**config.mk**
```make
export PLATFORM = sky130hd
export DESIGN_NAME = load_weight_multi_flat
export DESIGN_NICKNAME = d
export VERILOG_FILES = /design/src/rtl/load_weight_multi_pkg.sv /design/src/rtl/load_weight_multi_if.sv /design/src/rtl/load_weight_multi_weight_bank.sv /design/src/rtl/load_weight_multi.sv /design/src/flat_wrapper.sv
export SDC_FILE = /design/constraint.sdc
export NUM_CORES = 1
export LEC_CHECK = 0
export BUFFER_PORTS_ARGS = -buffer_cell sky130_fd_sc_hd__buf_2
export CORE_ASPECT_RATIO = 1.75
export CORE_UTILIZATION = 55
export CTS_CLUSTER_SIZE = 24
export DETAILED_ROUTE_END_ITERATION = 10
export MAX_ROUTING_LAYER = met4
export PLACE_DENSITY = 0.79
export SYNTH_ARGS = -nofsm -noshare
export SYNTH_HDL_FRONTEND = slang
export SYNTH_SLANG_ARGS = --single-unit
```
**constraint.sdc**
```tcl
create_clock -name clk -period 11.1 [get_ports clk]
set_clock_uncertainty 0.1 [all_clocks]
set_input_delay 0.555 -clock clk [delete_from_list [all_inputs] [get_ports clk]]
set_output_delay 0.555 -clock clk [all_outputs]
set_load 0.02 [all_outputs]
```
**src/rtl/load_weight_multi_pkg.sv**
```systemverilog
// Shared state type and sizing/lane helpers for the multi-channel kernel weight loader.
package load_weight_pkg;

    typedef enum logic [1:0] {
        IDLE   = 2'd0,
        FETCH  = 2'd1,
        DRAIN  = 2'd2,
        COMMIT = 2'd3
    } lw_state_t;

    // Widest BRAM word lane_extract can address.
    localparam int MAX_BRAM_WIDTH = 1024;

    function automatic int calc_kk(input int k);
        return k * k;
    endfunction

    function automatic int calc_lane_bits(input int bram_width);
        return $clog2(bram_width / 8);
    endfunction

    function automatic int calc_tap_idx_w(input int kk);
        return (kk <= 1) ? 1 : $clog2(kk);
    endfunction

    function automatic logic [7:0] lane_extract(input logic [MAX_BRAM_WIDTH-1:0] word,
                                                input int lane);
        return word[lane*8 +: 8];
    endfunction

endpackage

```
**src/rtl/load_weight_multi_if.sv**
```systemverilog
// Read-only weight BRAM port bundle; all channels share one byte address.
interface load_weight_multi_if #(
    parameter int NUM_CH        = 4,
    parameter int BRAM_WIDTH    = 32,
    parameter int BRAM_ADDR_BIT = 32
);
    logic                         BRAM_clk;
    logic                         BRAM_en;
    logic                         BRAM_rst;
    logic [BRAM_WIDTH-1:0]        BRAM_din;
    logic [BRAM_WIDTH/8-1:0]      BRAM_wen;
    logic [BRAM_ADDR_BIT-1:0]     BRAM_addr;
    logic [NUM_CH*BRAM_WIDTH-1:0] BRAM_dout;

    modport master (
        output BRAM_clk, BRAM_en, BRAM_rst, BRAM_din, BRAM_wen, BRAM_addr,
        input  BRAM_dout
    );

    modport slave (
        input  BRAM_clk, BRAM_en, BRAM_rst, BRAM_din, BRAM_wen, BRAM_addr,
        output BRAM_dout
    );
endinterface

```
**src/rtl/load_weight_multi_weight_bank.sv**
```systemverilog
// Per-channel shadow/active kernel registers; a commit coinciding with a write folds that byte in.
module weight_bank #(
    parameter int KK        = 9,
    parameter int TAP_IDX_W = 4
) (
    input  logic                 clk,
    input  logic                 rst_n,
    input  logic                 wr_en,
    input  logic [TAP_IDX_W-1:0] tap,
    input  logic [7:0]           wr_byte,
    input  logic                 commit,
    input  logic                 clear,
    output logic [KK*8-1:0]      weights
);
    logic [7:0] shadow_q  [KK];
    logic [7:0] shadow_nx [KK];
    logic [7:0] active_q  [KK];

    always_comb begin
        for (int t = 0; t < KK; t++) begin
            shadow_nx[t] = shadow_q[t];
            if (wr_en && (tap == TAP_IDX_W'(t))) shadow_nx[t] = wr_byte;
        end
    end

    always_ff @(posedge clk) begin
        if (!rst_n) begin
            for (int t = 0; t < KK; t++) begin
                shadow_q[t] <= '0;
                active_q[t] <= '0;
            end
        end else begin
            for (int t = 0; t < KK; t++) begin
                shadow_q[t] <= clear ? 8'h00 : shadow_nx[t];
                if (commit) active_q[t] <= shadow_nx[t];
            end
        end
    end

    // Tap 0 lands in the most significant byte.
    for (genvar t = 0; t < KK; t++) begin : g_tap
        assign weights[(KK-1-t)*8 +: 8] = active_q[t];
    end
endmodule

```
**src/rtl/load_weight_multi.sv**
```systemverilog
// Double-buffered KxK kernel loader for NUM_CH weight BRAMs sharing one byte address.
// LOAD_WEIGHT_COMMIT_HS_EN adds commit_ack and a COMMIT hold state before the bank swap.
//
// state  | meaning
// IDLE   | waiting for load_start; addr_rst clears the read pointer
// FETCH  | issuing one shared byte address per cycle, KK in total
// DRAIN  | waiting for the last read data, then commit (or hold)
// COMMIT | shadow complete, waiting for commit_ack (handshake build only)
module load_weight_multi
    import load_weight_pkg::*;
#(
    parameter int NUM_CH        = 4,
    parameter int K             = 3,
    parameter int WEIGHT_WIDTH  = 8,
    parameter int BRAM_WIDTH    = 32,
    parameter int BRAM_ADDR_BIT = 32,
    parameter int BRAM_LATENCY  = 1
) (
    input  logic                                clk,
    input  logic                                rst_n,
    input  logic                                load_start,
    input  logic                                addr_rst,
    input  logic [BRAM_ADDR_BIT-1:0]            weight_size,
`ifdef LOAD_WEIGHT_COMMIT_HS_EN
    input  logic                                commit_ack,
`endif
    output logic                                busy,
    output logic                                load_end,
    output logic                                weight_end,
    output logic [NUM_CH*K*K*WEIGHT_WIDTH-1:0]  weight_out,
    load_weight_multi_if.master                 bram
);
    localparam int KK        = calc_kk(K);
    localparam int LANE_BITS = calc_lane_bits(BRAM_WIDTH);
    localparam int TAP_IDX_W = calc_tap_idx_w(KK);
    localparam int LANE_W    = (LANE_BITS > 0) ? LANE_BITS : 1;
    localparam logic [TAP_IDX_W-1:0] LAST_TAP = TAP_IDX_W'(KK - 1);

    lw_state_t state_q, state_d;
    logic [BRAM_ADDR_BIT-1:0] ptr_q, addr_q, size_m1;
    logic                     wrap_q;
    logic [TAP_IDX_W-1:0]     tap_cnt_q, addr_tap_q;
    logic                     addr_vld_q;
    logic [LANE_W-1:0]        addr_lane;
    logic [BRAM_LATENCY-1:0]  pipe_vld_q;
    logic [TAP_IDX_W-1:0]     pipe_tap_q  [BRAM_LATENCY];
    logic [LANE_W-1:0]        pipe_lane_q [BRAM_LATENCY];
    logic issue, abort, commit, cap_en, cap_last;
    logic load_end_q, weight_end_q;

    assign size_m1  = weight_size - BRAM_ADDR_BIT'(1);
    assign cap_en   = pipe_vld_q[BRAM_LATENCY-1] && !abort;
    assign cap_last = pipe_vld_q[BRAM_LATENCY-1] && (pipe_tap_q[BRAM_LATENCY-1] == LAST_TAP);

    always_ff @(posedge clk) begin
        if (!rst_n) state_q <= IDLE;
        else        state_q <= state_d;
    end

    always_comb begin
        state_d = state_q;
        issue   = 1'b0;
        abort   = 1'b0;
        commit  = 1'b0;
        case (state_q)
            IDLE: begin
                if (!addr_rst && load_start) begin
                    issue   = 1'b1;
                    state_d = (LAST_TAP == '0) ? DRAIN : FETCH;
                end
            end
            FETCH: begin
                if (addr_rst) begin
                    abort   = 1'b1;
                    state_d = IDLE;
                end else begin
                    issue = 1'b1;
                    if (tap_cnt_q == LAST_TAP) state_d = DRAIN;
                end
            end
            DRAIN: begin
                if (addr_rst) begin
                    abort   = 1'b1;
                    state_d = IDLE;
                end else if (cap_last) begin
`ifdef LOAD_WEIGHT_COMMIT_HS_EN
                    state_d = COMMIT;
`else
                    commit  = 1'b1;
                    state_d = IDLE;
`endif
                end
            end
`ifdef LOAD_WEIGHT_COMMIT_HS_EN
            COMMIT: begin
                if (addr_rst) begin
                    abort   = 1'b1;
                    state_d = IDLE;
                end else if (commit_ack) begin
                    commit  = 1'b1;
                    state_d = IDLE;
                end
            end
`endif
            default: state_d = IDLE;
        endcase
    end

    if (LANE_BITS > 0) begin : g_lane
        assign addr_lane = addr_q[LANE_W-1:0];
    end else begin : g_nolane
        assign addr_lane = '0;
    end

    always_ff @(posedge clk) begin
        if (!rst_n) begin
            ptr_q        <= '0;
            addr_q       <= '0;
            wrap_q       <= 1'b0;
            tap_cnt_q    <= '0;
            addr_vld_q   <= 1'b0;
            addr_tap_q   <= '0;
            pipe_vld_q   <= '0;
            load_end_q   <= 1'b0;
            weight_end_q <= 1'b0;
            for (int k = 0; k < BRAM_LATENCY; k++) begin
                pipe_tap_q[k]  <= '0;
                pipe_lane_q[k] <= '0;
            end
        end else begin
            if (addr_rst) begin
                ptr_q     <= '0;
                wrap_q    <= 1'b0;
                tap_cnt_q <= '0;
            end else if (issue) begin
                addr_q    <= ptr_q;
                tap_cnt_q <= (tap_cnt_q == LAST_TAP) ? '0 : tap_cnt_q + TAP_IDX_W'(1);
                // Wrap may land mid-kernel; the flag is reported at the next commit.
                if (ptr_q == size_m1) begin
                    ptr_q  <= '0;
                    wrap_q <= 1'b1;
                end else begin
                    ptr_q <= ptr_q + BRAM_ADDR_BIT'(1);
                end
            end
            if (commit) wrap_q <= 1'b0;

            addr_vld_q     <= issue;
            addr_tap_q     <= tap_cnt_q;
            pipe_vld_q[0]  <= addr_vld_q && !abort;
            pipe_tap_q[0]  <= addr_tap_q;
            pipe_lane_q[0] <= addr_lane;
            for (int k = 1; k < BRAM_LATENCY; k++) begin
                pipe_vld_q[k]  <= pipe_vld_q[k-1] && !abort;
                pipe_tap_q[k]  <= pipe_tap_q[k-1];
                pipe_lane_q[k] <= pipe_lane_q[k-1];
            end

            load_end_q   <= commit;
            weight_end_q <= commit && wrap_q;
        end
    end

    for (genvar c = 0; c < NUM_CH; c++) begin : g_ch
        logic [WEIGHT_WIDTH-1:0] cap_byte;
        assign cap_byte = lane_extract(MAX_BRAM_WIDTH'(bram.BRAM_dout[c*BRAM_WIDTH +: BRAM_WIDTH]),
                                       int'(pipe_lane_q[BRAM_LATENCY-1]));
        weight_bank #(.KK(KK), .TAP_IDX_W(TAP_IDX_W)) u_bank (
            .clk     (clk),
            .rst_n   (rst_n),
            .wr_en   (cap_en),
            .tap     (pipe_tap_q[BRAM_LATENCY-1]),
            .wr_byte (cap_byte),
            .commit  (commit),
            .clear   (abort),
            .weights (weight_out[c*KK*WEIGHT_WIDTH +: KK*WEIGHT_WIDTH])
        );
    end

    assign busy            = (state_q != IDLE);
    assign load_end        = load_end_q;
    assign weight_end      = weight_end_q;
    assign bram.BRAM_clk   = clk;
    assign bram.BRAM_en    = 1'b1;
    assign bram.BRAM_rst   = 1'b0;
    assign bram.BRAM_din   = '0;
    assign bram.BRAM_wen   = '0;
    assign bram.BRAM_addr  = addr_q;
endmodule

```
**src/flat_wrapper.sv**
```systemverilog
// flat-port wrapper written by rule: the top's interface ports become plain ports
module load_weight_multi_flat import load_weight_pkg::*;
#(
    parameter int NUM_CH        = 4,
    parameter int K             = 3,
    parameter int WEIGHT_WIDTH  = 8,
    parameter int BRAM_WIDTH    = 32,
    parameter int BRAM_ADDR_BIT = 32,
    parameter int BRAM_LATENCY  = 1
)
  (clk, rst_n, load_start, addr_rst, weight_size, busy, load_end, weight_end, weight_out, bram_BRAM_clk, bram_BRAM_en, bram_BRAM_rst, bram_BRAM_din, bram_BRAM_wen, bram_BRAM_addr, bram_BRAM_dout);
  load_weight_multi_if #(.NUM_CH(NUM_CH), .BRAM_WIDTH(BRAM_WIDTH), .BRAM_ADDR_BIT(BRAM_ADDR_BIT)) bram_i ();
  input  logic clk;
  input  logic rst_n;
  input  logic load_start;
  input  logic addr_rst;
  input  logic [BRAM_ADDR_BIT-1:0] weight_size;
  output logic busy;
  output logic load_end;
  output logic weight_end;
  output logic [NUM_CH*K*K*WEIGHT_WIDTH-1:0] weight_out;
  output wire logic [$bits(bram_i.BRAM_clk)-1:0] bram_BRAM_clk;
  output wire logic [$bits(bram_i.BRAM_en)-1:0] bram_BRAM_en;
  output wire logic [$bits(bram_i.BRAM_rst)-1:0] bram_BRAM_rst;
  output wire logic [$bits(bram_i.BRAM_din)-1:0] bram_BRAM_din;
  output wire logic [$bits(bram_i.BRAM_wen)-1:0] bram_BRAM_wen;
  output wire logic [$bits(bram_i.BRAM_addr)-1:0] bram_BRAM_addr;
  input wire logic [$bits(bram_i.BRAM_dout)-1:0] bram_BRAM_dout;
  assign bram_BRAM_clk = bram_i.BRAM_clk;
  assign bram_BRAM_en = bram_i.BRAM_en;
  assign bram_BRAM_rst = bram_i.BRAM_rst;
  assign bram_BRAM_din = bram_i.BRAM_din;
  assign bram_BRAM_wen = bram_i.BRAM_wen;
  assign bram_BRAM_addr = bram_i.BRAM_addr;
  assign bram_i.BRAM_dout = bram_BRAM_dout;
  load_weight_multi #(.NUM_CH(NUM_CH), .K(K), .WEIGHT_WIDTH(WEIGHT_WIDTH), .BRAM_WIDTH(BRAM_WIDTH), .BRAM_ADDR_BIT(BRAM_ADDR_BIT), .BRAM_LATENCY(BRAM_LATENCY)) u_core (.clk(clk), .rst_n(rst_n), .load_start(load_start), .addr_rst(addr_rst), .weight_size(weight_size), .busy(busy), .load_end(load_end), .weight_end(weight_end), .weight_out(weight_out), .bram(bram_i));
endmodule
```
==> flow_summary.toml, run 1 <==
[outcome]
outcome = "finished, final reports clean"

[floorplan]
initial_utilization_pct = 55.7
rows = 104
die-area_sq_um = 47500
die_height_um = 287
die_x_um = 165
io_pins = 526
core_sq_um = 45900

[place]
gp_congestion = 0.946
dp_slack_ns = 4.76
portBuffers = 487
dp_hpwl_mm = 48.8

[global_routing]
gr-usage-met2_pct = 52.3
grt_usage_pct = 29.9
grt_pass1_vias = 17792
grt_pass1_wl_mm = 102
grt_util_met1_pct = 29.2
antenna_found_initial = 14
grt_max_degree = 218
gr-usage-met3_pct = 7.17
top_usage_layer = "met2"
grt-ovfl-total = 0

[cts]
path_clk_slew_ns = 0.07
cts_setup_buffers = 0
cts_tree = "yes"
post_cts_resized = 0
insertion_delay_ns = 0.71
cts_hold_buffers = 0

[logic_synthesis]
post-synth-top-count-cell = "nor2_1"
ys_seq_elements = 661
synth_top_cell_area_share_pct = 33.8
yosys.area.top_type = "edfxtp_1"
synthCells = 2202
yosys_warnings = 0
synth_ff_type = "dfxtp_1"
synth-edff-count = 288
synthesis.area_sq_um = 25600
syn_area_per_cell_sq_um = 11.6
ys_top_cells_by_count = "nor2_1 (630), dfxtp_1 (373), mux2i_1 (289), edfxtp_1 (288), clkbuf_1 (102)"
synth-async-reset-ratio_pct = 0
yosysSeqAreaShare_pct = 62.9
synth_area_leaders = "edfxtp_1 (34%), dfxtp_1 (29%), mux2i_1 (11%)"
synth.distinct_cells = 60

[detailed_routing]
viasPerCell = 5.48
drt_first_iter_violations = 1365
wl_per_cell_um = 21.4
routed-via-count = 17945
drt_wl_total_mm = 69.9
drc = 0
antenna_left = 0
drt-pass1-iter-count = 5

[timing]
finalHoldViolations = 0
finalMaxSlewViolations = 0
setup_viol = 0
setup_ws_ns = 4.50
setup_tns_ns = 0
worstMarginPinSlew_ns = 1.05
slew_headroom_pct = 29.7
rsz0062_at_grt = "false"

[pwr]
vdd.ir_drop.worst_mv = 0.143
power_density_nw_per_um2 = 165
leakage_nw = 13.1

[setup_path]
cp_slowest_cell = "buf_2"
crit_path_end = "bram_BRAM_clk"
critPathKind = "clock port to output port"
r2r_slack_ns = 7.07
worst-r2r-cell-count = 6
end_kind = "output port"
max_stage_delay_ns = 0.15
r2r-end = "u_core.g_ch[0].u_bank.active_q[0][51]"
path_cells = "clkbuf_16 -> clkbuf_16 -> buf_2"
start_kind = "clock port"
cpMostUsedCell = "clkbuf_16"
cp_max_fo = 2
reg2reg_from = "u_core.pipe_vld_q"
cp.required_ns = 10.45
worstPathArrival_ns = 5.94
cp-startpoint = "clk"

[cells_and_area]
area_growth_pct = 18.5
final_net_count = 2801
layout-drive-gt1-share_pct = 24.9

[job]
drv_cap = 0

[hold_path]
hold_class = "input pin to register"
## cell families (layout without fill, tap and decap cells)
| family | after synthesis | count (layout) | share of synthesized area (%) |
|---|---|---|---|
| compound gates | 85 | 85 | 2.39 |
| flops | 661 | 661 | 62.9 |
| mux | 321 | 321 | 14.1 |
| simple gates | 871 | 871 | 14.4 |
| buf+inv | 188 | 625 | 3.44 |
| other cells | 2 | 52 | 0.0293 |
| fa+ha+maj | 7 | 7 | 0.342 |
| xor+xnor | 67 | 67 | 2.29 |
## per-layer routing
layer / wire length, um / up-vias / part of all wire [%]
li1: - / 8302 / -
met1: 23500 / 8682 / 34
met2: 36500 / 772 / 52
met3: 5700 / 189 / 8.1
met4: 4260 / 0 / 6.1
met5: 0 / - / 0
## sequential cells by signal (all words and copies together), names as in the netlist
register	cells
u_core.g_ch.u_bank.active_q	288
u_core.g_ch.u_bank.shadow_q	288
u_core.bram.BRAM_addr	32
u_core.ptr_q	32
u_core.addr_tap_q	4
u_core.pipe_tap_q	4
u_core.tap_cnt_q	4
u_core.pipe_lane_q	2
u_core.state_q	2
u_core.addr_vld_q	1
u_core.load_end	1
u_core.pipe_vld_q	1
u_core.weight_end	1
u_core.wrap_q	1
## through the flow
stage                     std cells  total power, mW  utilization [%]  cell area [sq um]  hold slack [ns]
after floorplan                2238             2.87                -              25700            0.312
after global placement         3153             2.98             61.6              28300            0.319
after detailed placement       3153             2.98             61.6              28300            0.324
after CTS                      3258             5.03             66.0              30300           0.0745
after global routing           3272             5.14             66.1              30300            0.108
final                          3272             5.00             66.1              30300            0.107
## cells in the final DEF (no fill, tap or decap), types with 5 or more instances in the layout
cell type,count
nor2_1,629
a21boi_0,32
or4_1,5
buf_2,487
dfxtp_1,371
clkinv_2,10
nor4_1,8
a31oi_1,5
mux2i_1,289
nand4_1,11
clkbuf_8,11
nor3b_1,6
nand3_1,16
buf_4,17
a21oi_1,21
xor2_1,28
xnor2_1,39
edfxtp_1,288
and2_1,14
inv_1,14
mux4_2,32
nor2b_1,6
nand2_1,96
nor2_2,9
clkbuf_16,59
bufinv_16,7
diode_2,14
and3_1,13
nor3_1,13
clkbuf_1,10
ha_1,7
conb_1,38
## critical path, delay by kind of cell
family | cells | cell delay, ns
buffers and inverters | 3 | 0.40
## report_power, final
part | total (mW) | leakage (nW) | internal, mW | switching, mW
Combinational | 0.310 | 6.23 | 0.0864 | 0.223
Sequential | 2.61 | 5.85 | 2.58 | 0.0253
Clock | 2.08 | 0.991 | 1.21 | 0.869
## layout make-up
| cell class | instances | area, sq um |
|---|---|---|
| inverters | 14 | 52.6 |
| well taps | 583 | 729 |
| clock buffers | 81 | 1670 |
| repair buffers | 505 | 2600 |
| flip-flops and latches | 661 | 16100 |
| multi-input cells | 1389 | 8800 |
| diodes | 14 | 35.0 |
| fillers | 3453 | 15600 |
| clock inverters | 25 | 333 |
## how the worst min path moves through the flow
| stage | start | endpoint | cells after the start | slack (ns) |
|---|---|---|---|---|
| 2_1_floorplan | u_core.addr_tap_q[0] | u_core.pipe_tap_q[0][0] | 1 | 0.31 |
| 3_3_place_gp | u_core.addr_tap_q[1] | u_core.pipe_tap_q[0][1] | 1 | 0.32 |
| 3_5_place_dp | u_core.addr_tap_q[0] | u_core.pipe_tap_q[0][0] | 1 | 0.32 |
| 4_1_cts | load_start | u_core.state_q[0] | 3 | 0.07 |
| 6_report | load_start | u_core.state_q[0] | 3 | 0.11 |
| 5_1_grt | load_start | u_core.state_q[0] | 3 | 0.11 |
Note: power is estimated with default switching activity, not from simulation.
==> run 2, diff against run 1 <==
- clock period: 11.1 -> 6.3 ns (I/O delays scaled with it)
==> run 2 against run 1 <==
Compared with the run above:
- combinational power grew 75%
- sequential share of layout area increased by 0.26 points
- hold slack got worse by 0.074 ns
- final area fell by 0.49%
- clock power rose by 67%
- count of clock-buffer cells in the layout fell by 7
- first-iteration DRC count fell by 2.5%
- sequential cell count unchanged
- power up 72%
- critical path type unchanged
==> flow_summary.toml, run 2 (same netlist as run 1, synthesis figures left out) <==
[setup_path]
end_kind = "output port"
cpMostUsedCell = "clkbuf_16"
crit_buf_inv = 3
worstPathArrival_ns = 3.54
cp_slowest_cell = "buf_2"
crit_family = "buffers and inverters"
cp_max_fo = 2
cp.required_ns = 5.88
path_cells = "clkbuf_16 -> clkbuf_16 -> buf_2"
max_stage_delay_ns = 0.15
start_kind = "clock port"
critPathKind = "clock port to output port"

[cells_and_area]
final_common_cell = "nor2_1"
final_cell_mix = "nor2_1 (629), buf_2 (487), dfxtp_1 (371), mux2i_1 (289), edfxtp_1 (288)"
final_cells = 3265
final_net_count = 2800
layout-drive-gt1-share_pct = 24.9
fin_area_sq_um = 30200
area_growth_pct = 17.9
top_regs = "u_core.g_ch.u_bank.active_q x288, u_core.g_ch.u_bank.shadow_q x288"

[cts]
cts_tree = "yes"
post_cts_resized = 0
insertion_delay_ns = 0.70
path_clk_slew_ns = 0.07

[place]
dp_hpwl_mm = 49.0
dp_slack_ns = 2.27
portBuffers = 487
place_area_sq_um = 28300
gp_congestion = 0.927
place_inst = 3153

[timing]
setup_viol = 0
finalHoldViolations = 0
setup_tns_ns = 0
finalMaxSlewViolations = 0
slew_headroom_pct = 25.0
worstMarginPinSlew_ns = 1.13
rsz0062_at_grt = "false"
hold_ws_ns = 0.0337
setup_ws_ns = 2.34

[global_routing]
grt_pass1_vias = 17710
grt-ovfl-total = 0
grt_pass1_wl_mm = 102
grt_max_degree = 209
grt_usage_pct = 30.1
antenna_found_initial = 8

[outcome]
outcome = "finished, final reports clean"

[floorplan]
die-area_sq_um = 47500
rows = 104
io_pins = 526
die_x_um = 165
die_height_um = 287
core_sq_um = 45900
initial_utilization_pct = 55.7

[detailed_routing]
routed-via-count = 17959
drt-pass1-iter-count = 5
drc = 0
drt_wl_total_mm = 71.0
drt_first_iter_violations = 1331
viasPerCell = 5.50
wl_per_cell_um = 21.7
antenna_left = 0

[pwr]
vdd.ir_drop.worst_mv = 0.287
leakage_nw = 13.1
power_density_nw_per_um2 = 285

[hold_path]
hold_class = "input pin to register"

[job]
drv_cap = 0
[run 2: changes by cell type in the layout (fill, tap and decap cells not counted), moves of 4 or more]
cell       change
bufinv_16      -5
clkbuf_1       -4
clkbuf_8       -4
clkinv_2       +7
diode_2        -6
[run 2: final cells by class]
| class | instances | area [sq um] |
|---|---|---|
| diodes | 8 | 20.0 |
| clock buffers | 74 | 1630 |
| clock inverters | 30 | 230 |
| fillers | 3487 | 15700 |
| inverters | 14 | 52.6 |
| multi-input cells | 1389 | 8790 |
| flip-flops and latches | 661 | 16100 |
| well taps | 583 | 729 |
| repair buffers | 506 | 2620 |
[run 2: path summary, 6_finish.rpt]
check,slack [ns],end,cells after the start,startpoint
min reg2reg,0.33,u_core.pipe_tap_q[0][0],1,u_core.addr_tap_q[0]
max reg2reg,2.58,u_core.g_ch[1].u_bank.active_q[0][53],7,u_core.pipe_vld_q
max,2.34,bram_BRAM_clk,3,clk
min,0.03,u_core.state_q[0],4,addr_rst
[run 2: tightest hold or removal path: stages]
cell and delay, ns:
buf_2 0.17, inv_1 0.13, a31oi_1 0.09, nor2_1 0.08
[run 2: power breakdown]
group	switching [mW]	internal [mW]
registers	0.0453	4.54
clock network	1.56	1.91
logic	0.390	0.152
total	2.00	6.61
[run 2: metrics by stage]
stage | utilization, % | power (mW)
floorplan | - | 5.03
global placement | 61.6 | 5.23
detailed placement | 61.6 | 5.24
CTS | 65.7 | 8.64
global route | 65.7 | 8.83
finish | 65.7 | 8.60
[run 2: per-layer routing]
metal | part of all wire, % | up-vias | global-route usage [%]
li1 | - | 8293 | -
met1 | 35 | 8731 | 30.2
met2 | 52 | 746 | 52.9
met3 | 6.9 | 189 | 6.05
met4 | 6.1 | 0 | 18.2
met5 | 0 | - | -
[run 2: timing repair]
action	CTS	global route
hold buffers	1	0
endpoints found under the hold margin	2	0
setup endpoints to repair	0	0
setup buffers	0	0
==> run 3, diff against run 2 <==
- CORE_UTILIZATION: 55 -> 49
- PLACE_DENSITY: 0.79 -> 0.74
- clock period: 6.3 -> 3.31 ns (I/O delays scaled with it)
==> run 3 against run 2 <==
Compared with the run above:
- wire length is 2.2% higher
- first-iteration DRC count is 10% lower
- worst setup slack worse by 1.9 ns
- combinational power is 97% higher
- critical path depth is 6 higher
- core utilization is 5.8 points lower
- count of clock-buffer cells in the layout is 8 higher
- final area is 2.1% higher
- clock power is 96% higher
==> flow_summary.toml, run 3 (same netlist as run 1, synthesis figures left out) <==
[floorplan]
io_pins = 526
core_sq_um = 51500
die-area_sq_um = 53200
die_height_um = 304
rows = 110
initial_utilization_pct = 49.7
die_x_um = 175

[detailed_routing]
drt-pass1-iter-count = 6
wl_per_cell_um = 21.4
antenna_left = 0
viasPerCell = 5.28
drt_wl_total_mm = 72.6
drc = 0
drt_first_iter_violations = 1194
routed-via-count = 17924

[cells_and_area]
final_cell_mix = "nor2_1 (629), buf_2 (487), dfxtp_1 (370), mux2i_1 (289), edfxtp_1 (288)"
top_regs = "u_core.g_ch.u_bank.active_q x288, u_core.g_ch.u_bank.shadow_q x288"
final_cells = 3396
final_net_count = 2844
fill_cells = 4229
final_common_cell = "nor2_1"
fin_area_sq_um = 30800
area_growth_pct = 20.4
layout-drive-gt1-share_pct = 25.8
post-route-util_pct = 59.9

[timing]
setup_viol = 0
finalCritPeriodShare_pct = 87.3
finalHoldViolations = 0
hold_ws_ns = 0.0293
finalCriticalPeriod_ns = 2.89
max_freq_ghz = 0.346
slew_headroom_pct = 31.6
rsz0062_at_grt = "false"
setup_tns_ns = 0
setup_ws_ns = 0.422
worstMarginPinSlew_ns = 1.03
finalMaxSlewViolations = 0

[place]
dp_slack_ns = -0.0138
portBuffers = 487
dp_hpwl_mm = 51.8
gp_congestion = 0.910
place_area_sq_um = 28900
place_inst = 3280

[global_routing]
grt_max_degree = 194
grt_usage_pct = 27.5
antenna_found_initial = 3
grt-ovfl-total = 0
grt_pass1_vias = 18014
grt_pass1_wl_mm = 107

[pwr]
leakage_nw = 13.3
vdd.ir_drop.worst_mv = 0.338
power_mw = 16.6
power_density_nw_per_um2 = 539

[cts]
cts_tree = "yes"
insertion_delay_ns = 0.71
post_cts_resized = 0
path_clk_slew_ns = 0.07
cts_setup_buffers = 0
cts_hold_buffers = 4

[setup_path]
cp_slowest_cell = "and2_2"
cpMostUsedCell = "buf_4"
start_kind = "register"
critPathKind = "register to register"
cp_max_fo = 13
path_cells = "inv_1 -> ha_1 -> a21oi_1 -> buf_4 -> nor2b_1 -> and2_2 -> buf_4 -> mux2i_1 -> nor2_1"
worstPathArrival_ns = 3.22
cp.required_ns = 3.65
max_stage_delay_ns = 0.40
end_kind = "register"

[outcome]
outcome = "finished, final reports clean"

[job]
drv_cap = 0

[hold_path]
hold_class = "input pin to register"
## run 3: power breakdown
part / total [mW] / leakage [nW] / switching [mW] / internal, mW
logic: 1.07 / 6.52 / 0.762 / 0.310
clock network: 6.80 / 0.935 / 3.01 / 3.79
registers: 8.73 / 5.87 / 0.0810 / 8.65
total: 16.6 / 13.3 / 3.85 / 12.8
## run 3: worst paths after layout
path                                           start                               endpoint  slack [ns]  depth (start not counted)
worst max-delay path               u_core.state_q[0]  u_core.g_ch[1].u_bank.active_q[0][35]        0.42                          9
worst min-delay path                           rst_n              u_core.bram.BRAM_addr[15]        0.03                          3
worst max register to register     u_core.state_q[0]  u_core.g_ch[1].u_bank.active_q[0][35]        0.42                          9
worst min register to register  u_core.addr_tap_q[0]                u_core.pipe_tap_q[0][0]        0.33                          1
## run 3: routing by layer
metal	global-route usage, %	share of wire, %	routed length (um)
met1	28.6	36	26100
met2	49.7	53	38100
met3	4.47	6.1	4400
met4	13.9	5.5	4000
met5	-	0	0
## run 3: worst max-delay path: cells and delay by family (launching register included)
kind            cells  cell delay (ns)
compound gates      1             0.14
fa+ha+maj           1             0.33
buf+inv             3             0.61
flops               1             0.36
mux                 1             0.30
simple gates        3             0.77
## run 3: area by class of cell
cell class | instances | area, sq um | share of cell area, %
multi-input combinational | 1389 | 8820 | 28.6
sequential | 661 | 16100 | 52.3
tap | 672 | 841 | 2.73
antenna | 3 | 7.51 | 0.0243
clock inverter | 28 | 284 | 0.921
timing repair buffer | 547 | 3080 | 9.97
clock buffer | 82 | 1640 | 5.30
inverter | 14 | 52.6 | 0.170
